## config.mk

```make
export PLATFORM = sky130hd
export DESIGN_NAME = seg_scan_driver_flat
export DESIGN_NICKNAME = d
export VERILOG_FILES = /design/src/rtl/seg_scan_if.sv /design/src/rtl/seg_scan_driver.sv /design/src/flat_wrapper.sv
export SDC_FILE = /design/constraint.sdc
export NUM_CORES = 1
export LEC_CHECK = 0
export ABC_CLOCK_PERIOD_IN_PS = 3400
export CAP_MARGIN = 0
export CORE_MARGIN = 2
export CORE_UTILIZATION = 35
export CTS_BUF_LIST = sky130_fd_sc_hd__clkbuf_16
export CTS_CLUSTER_DIAMETER = 60
export DETAILED_ROUTE_END_ITERATION = 16
export PLACE_DENSITY_LB_ADDON = 0.08
export SYNTH_ARGS = -nofsm -noshare
export SYNTH_HDL_FRONTEND = slang
export SYNTH_SLANG_ARGS = --single-unit
```

## constraint.sdc

```tcl
create_clock -name clk -period 3.4 [get_ports clk]
set_input_delay 0.85 -clock clk [delete_from_list [all_inputs] [get_ports clk]]
set_output_delay 0.85 -clock clk [all_outputs]
set_load 0.05 [all_outputs]
```

## src/rtl/seg_scan_if.sv

```systemverilog
// Bundle between the processor's segment-code outputs and the scan driver.
// The master side supplies the codes and the enable; the slave side drives the pins.
interface seg_scan_if;
  logic       en;
  logic [6:0] seg1_in;
  logic [6:0] seg2_in;
  logic [6:0] seg_out;
  logic [1:0] an_out;
  logic       frame_tick;

  modport master (
    output en, seg1_in, seg2_in,
    input  seg_out, an_out, frame_tick
  );

  modport slave (
    input  en, seg1_in, seg2_in,
    output seg_out, an_out, frame_tick
  );
endinterface

```

## src/rtl/seg_scan_driver.sv

```systemverilog
// Two-digit time-multiplexed 7-segment driver with per-frame input snapshot,
// inter-digit blanking and fully registered pin outputs.
module seg_scan_driver #(
  parameter int SHOW_CYC   = 50000,
  parameter int BLANK_CYC  = 4,
  parameter int ACTIVE_LOW = 1,
  parameter int CNT_W      = 16
) (
  input  logic        clk,
  input  logic        rst,
  seg_scan_if.slave   bus
);

  typedef enum logic [2:0] {
    IDLE   = 3'd0,
    SHOW1  = 3'd1,
    BLANK1 = 3'd2,
    SHOW2  = 3'd3,
    BLANK2 = 3'd4
  } state_t;

  localparam logic [CNT_W-1:0] SHOW_LAST  = CNT_W'(SHOW_CYC - 1);
  localparam logic [CNT_W-1:0] BLANK_LAST = CNT_W'((BLANK_CYC > 0) ? (BLANK_CYC - 1) : 0);
  localparam logic             NO_BLANK   = (BLANK_CYC == 0);
  localparam logic [6:0]       SEG_INV    = (ACTIVE_LOW != 0) ? 7'h7F : 7'h00;
  localparam logic [1:0]       AN_INV     = (ACTIVE_LOW != 0) ? 2'b11 : 2'b00;

  state_t           state_q, state_d;
  logic [CNT_W-1:0] cnt_q, cnt_d;
  logic [6:0]       snap1_q, snap1_d;
  logic [6:0]       snap2_q, snap2_d;
  logic [6:0]       seg_out_q, seg_out_d;
  logic [1:0]       an_out_q, an_out_d;
  logic             frame_tick_q, frame_tick_d;
  logic             take_snap_s;

  // Next-state, dwell counter and snapshot control.
  always_comb begin
    state_d     = state_q;
    cnt_d       = cnt_q;
    take_snap_s = 1'b0;
    if (!bus.en) begin
      state_d = IDLE;
      cnt_d   = {CNT_W{1'b0}};
    end else begin
      case (state_q)
        IDLE: begin
          take_snap_s = 1'b1;
          cnt_d       = {CNT_W{1'b0}};
          state_d     = SHOW1;
        end
        SHOW1: begin
          if (cnt_q == SHOW_LAST) begin
            cnt_d   = {CNT_W{1'b0}};
            state_d = NO_BLANK ? SHOW2 : BLANK1;
          end else begin
            cnt_d = cnt_q + CNT_W'(1);
          end
        end
        BLANK1: begin
          if (cnt_q == BLANK_LAST) begin
            cnt_d   = {CNT_W{1'b0}};
            state_d = SHOW2;
          end else begin
            cnt_d = cnt_q + CNT_W'(1);
          end
        end
        SHOW2: begin
          if (cnt_q == SHOW_LAST) begin
            cnt_d       = {CNT_W{1'b0}};
            take_snap_s = NO_BLANK;
            state_d     = NO_BLANK ? SHOW1 : BLANK2;
          end else begin
            cnt_d = cnt_q + CNT_W'(1);
          end
        end
        BLANK2: begin
          if (cnt_q == BLANK_LAST) begin
            cnt_d       = {CNT_W{1'b0}};
            take_snap_s = 1'b1;
            state_d     = SHOW1;
          end else begin
            cnt_d = cnt_q + CNT_W'(1);
          end
        end
        default: begin
          cnt_d   = {CNT_W{1'b0}};
          state_d = IDLE;
        end
      endcase
    end
  end

  // Pin values are decoded from the next state so they change together with it.
  always_comb begin
    snap1_d      = take_snap_s ? bus.seg1_in : snap1_q;
    snap2_d      = take_snap_s ? bus.seg2_in : snap2_q;
    frame_tick_d = take_snap_s;
    case (state_d)
      SHOW1: begin
        seg_out_d = snap1_d ^ SEG_INV;
        an_out_d  = 2'b01 ^ AN_INV;
      end
      SHOW2: begin
        seg_out_d = snap2_d ^ SEG_INV;
        an_out_d  = 2'b10 ^ AN_INV;
      end
      default: begin
        seg_out_d = SEG_INV;
        an_out_d  = AN_INV;
      end
    endcase
  end

  // State, counter, snapshots and registered pin outputs.
  always_ff @(posedge clk or posedge rst) begin
    if (rst) begin
      state_q      <= IDLE;
      cnt_q        <= {CNT_W{1'b0}};
      snap1_q      <= 7'h00;
      snap2_q      <= 7'h00;
      seg_out_q    <= SEG_INV;
      an_out_q     <= AN_INV;
      frame_tick_q <= 1'b0;
    end else begin
      state_q      <= state_d;
      cnt_q        <= cnt_d;
      snap1_q      <= snap1_d;
      snap2_q      <= snap2_d;
      seg_out_q    <= seg_out_d;
      an_out_q     <= an_out_d;
      frame_tick_q <= frame_tick_d;
    end
  end

  assign bus.seg_out    = seg_out_q;
  assign bus.an_out     = an_out_q;
  assign bus.frame_tick = frame_tick_q;

endmodule

```

## src/flat_wrapper.sv

```systemverilog
// flat-port wrapper written by rule: the top's interface ports become plain ports
module seg_scan_driver_flat 
#(
  parameter int SHOW_CYC   = 50000,
  parameter int BLANK_CYC  = 4,
  parameter int ACTIVE_LOW = 1,
  parameter int CNT_W      = 16
)
  (clk, rst, bus_en, bus_seg1_in, bus_seg2_in, bus_seg_out, bus_an_out, bus_frame_tick);
  seg_scan_if bus_i ();
  input  logic clk;
  input  logic rst;
  input wire logic [$bits(bus_i.en)-1:0] bus_en;
  input wire logic [$bits(bus_i.seg1_in)-1:0] bus_seg1_in;
  input wire logic [$bits(bus_i.seg2_in)-1:0] bus_seg2_in;
  output wire logic [$bits(bus_i.seg_out)-1:0] bus_seg_out;
  output wire logic [$bits(bus_i.an_out)-1:0] bus_an_out;
  output wire logic [$bits(bus_i.frame_tick)-1:0] bus_frame_tick;
  assign bus_i.en = bus_en;
  assign bus_i.seg1_in = bus_seg1_in;
  assign bus_i.seg2_in = bus_seg2_in;
  assign bus_seg_out = bus_i.seg_out;
  assign bus_an_out = bus_i.an_out;
  assign bus_frame_tick = bus_i.frame_tick;
  seg_scan_driver #(.SHOW_CYC(SHOW_CYC), .BLANK_CYC(BLANK_CYC), .ACTIVE_LOW(ACTIVE_LOW), .CNT_W(CNT_W)) u_core (.clk(clk), .rst(rst), .bus(bus_i));
endmodule
```

==> metrics <==
final core utilization 42.7%; fin crit period 2.45 ns; Worst path slowest cell clkdlybuf4s50_1; Rel. slew slack 56.0%; clk_skew 0.00455 ns; Crit Path Max Fanout 1; Hold Buf Count CTS 0; Ys Warns 0; leakage power 1.12 nW; Yosys reg bits 43; drt wl/cell 15.7 um; Worst setup startpoint u_core.bus.an_out[1]$_DFF_PP1_; Post-Syn Nets 231; H-tree depth 2; RSZ-0062 raised after global routing no; Syn-to-layout area delta 19.0%; Max Cap Viol 0; final hold vios 0; Hold Crit Class flip-flop to flip-flop; # DRC 0; register area 0.00109 mm^2; Die Area 0.00760 mm^2; crit-path cells clkdlybuf4s50_1; Setup crit start kind flip-flop; Worst path max stage delay 0.80 ns; number of global-route vias before repair 1,680; Vert. Die Dim 87.2 um; diode count 0; Mapped Area 0.00242 mm^2; CTS root buf clkbuf_16; drt via density 5.15; top-level I/O count 27; sum of buffers and inverters on the critical path 1; vias 1,644; postcts setup bufs 0; fin area 0.00288 mm^2; drt initial violations 94; initial antenna violation count 0; PwrDens 424 mW/mm^2; cts bufs inserted 5; Fillers 651; CTS Buffer Depth 2; Least-Margin Pin Slew 0.660 ns; fin crit share 72.0%; Crit Path Category flip-flop to output pin; pin count of the biggest net entering global routing 44; outcome finished clean; DP Area 0.00273 mm^2; Initial Util 35.9%; register area share after synthesis 44.9%; average instance area after synthesis 11.4 um^2; Multi-input gate area 0.00120 mm^2; core box area 0.00676 mm^2; share of cells above drive strength 1 25.9%; setup TNS 0 ns; Final #Nets 256; Worst VDD drop 0.000220 V; Netlist cell types 49; Num Clock Sinks 43; commonest register cell after synthesis dfrtp_1; delay-heaviest family, CP buffers and inverters; Worst-path clk slew 0.06 ns; RR Startpoint u_core.cnt_q[0]$_DFF_PP0_; fin. max-slew vios 0; required time worst endpoint 2.55 ns; post-cts sizing count 0; post-synthesis cell count 213; GRT Util Overall 14.3%; gpl congestion 0.732; clk_lat worst skew 0.28 ns; Critical Path Sink Type output pin; I/O Buffers 26; post-DP HPWL 3.38 mm; first-pass GRT wire length 8.54 mm; die span in x 87.2 um; Post-synth EDFFs 0; number of nets with antenna violations after routing 0; ys async rst share 100%; aggregate global routing overflow 0; Finish-stage setup viols 0; # rows 30; CTS tree yes; fmax 409 MHz; hold path startpoint u_core.snap1_q[6]$_DFF_PP0_; WL final 5.02 mm; worst path arrival time 1.60 ns; drt first pass iters 4
## layout by cell type, fill, tap and decap left out, drive strengths merged, types with 7 or more instances in the layout
cell type and instances:
dfrtp 34, nor3b 16, nand3 10, clkdlybuf4s50 26, and2 8, a41oi 7
inv 11, mux2 12, xnor2 11, a211o 7, nand2 12, dfstp 9
buf 7
## state kept, by name (all words and copies together) (netlist names)
signal / flops
u_core.snap2_q: 7
u_core.cnt_q: 16
u_core.bus.an_out: 2
u_core.bus.frame_tick: 1
u_core.bus.seg_out: 7
u_core.state_q: 3
u_core.snap1_q: 7
## logic make-up (layout without fill, tap and decap cells)
family          count (synthesis)  after routing  share of synthesized area, %
compound gates                 38             38                          13.9
xor+xnor                       14             14                          5.06
fa+ha+maj                       1              1                         0.516
buf+inv                        25             51                          5.73
flops                          43             43                          44.9
mux                            12             12                          6.51
simple gates                   80             80                          23.3
## metrics by stage
step	power [mW]	setup slack (ns)	cells	hold slack, ns
after floorplan	0.705	1.16	213	0.476
after global placement	0.761	0.771	311	0.484
after detailed placement	0.761	0.775	311	0.491
after CTS	1.25	0.934	319	0.503
after global routing	1.28	0.858	319	0.506
final	1.22	0.952	319	0.500
## per-layer routing
layer  track usage [%]  up-vias  routed length, um
li1                  -      815                  -
met1              19.0      804               2390
met2              24.2       23               2470
met3              3.22        2                134
met4              2.52        0                 23
met5                 0        -                  0
## layout make-up
cell class              instances  share of cell area, %
clock inverters                 3                  0.825
flip-flops and latches         43                   37.7
repair buffers                 33                   10.9
well taps                      80                   3.47
multi-input cells             145                   41.5
clock buffers                   5                   4.34
inverters                      10                   1.30
## synthesized netlist by cell type, types with 5 or more instances
| master | n | share of area (%) |
|---|---|---|
| a211o_1 | 7 | 2.5 |
| nand3_1 | 10 | 2.1 |
| a41oi_1 | 7 | 2.5 |
| buf_2 | 8 | 1.7 |
| inv_1 | 10 | 1.5 |
| and2_1 | 7 | 1.8 |
| nor3b_2 | 11 | 5.7 |
| nand2_1 | 11 | 1.7 |
| mux2_2 | 6 | 2.8 |
| nor2b_1 | 6 | 1.5 |
| xnor2_1 | 11 | 4.0 |
| dfrtp_1 | 34 | 35 |
| dfstp_2 | 9 | 9.8 |
| o211ai_2 | 6 | 3.1 |
| nor3_1 | 5 | 1.0 |
| a21o_1 | 6 | 1.9 |
| mux2_4 | 6 | 3.7 |
| nor3b_1 | 5 | 1.5 |
| nor2_1 | 6 | 0.93 |
## worst paths after layout
check,end,slack (ns),cells past startpoint
max,bus_an_out[1],0.95,1
min,u_core.snap1_q[6]$_DFF_PP0_,0.50,1
max reg2reg,u_core.bus.an_out[0]$_DFF_PP1_,1.06,7
min reg2reg,u_core.snap1_q[6]$_DFF_PP0_,0.50,1
max in group asynchronous,u_core.bus.seg_out[4]$_DFF_PP1_,1.99,3
min in group asynchronous,u_core.snap1_q[5]$_DFF_PP0_,1.01,3
## where the power goes
part / internal, mW / leakage (nW) / switching (mW)
registers: 0.554 / 0.535 / 0.0146
logic: 0.0860 / 0.518 / 0.0930
clock network: 0.274 / 0.0664 / 0.199
total: 0.915 / 1.12 / 0.307
Note: power is estimated with default switching activity, not from simulation.
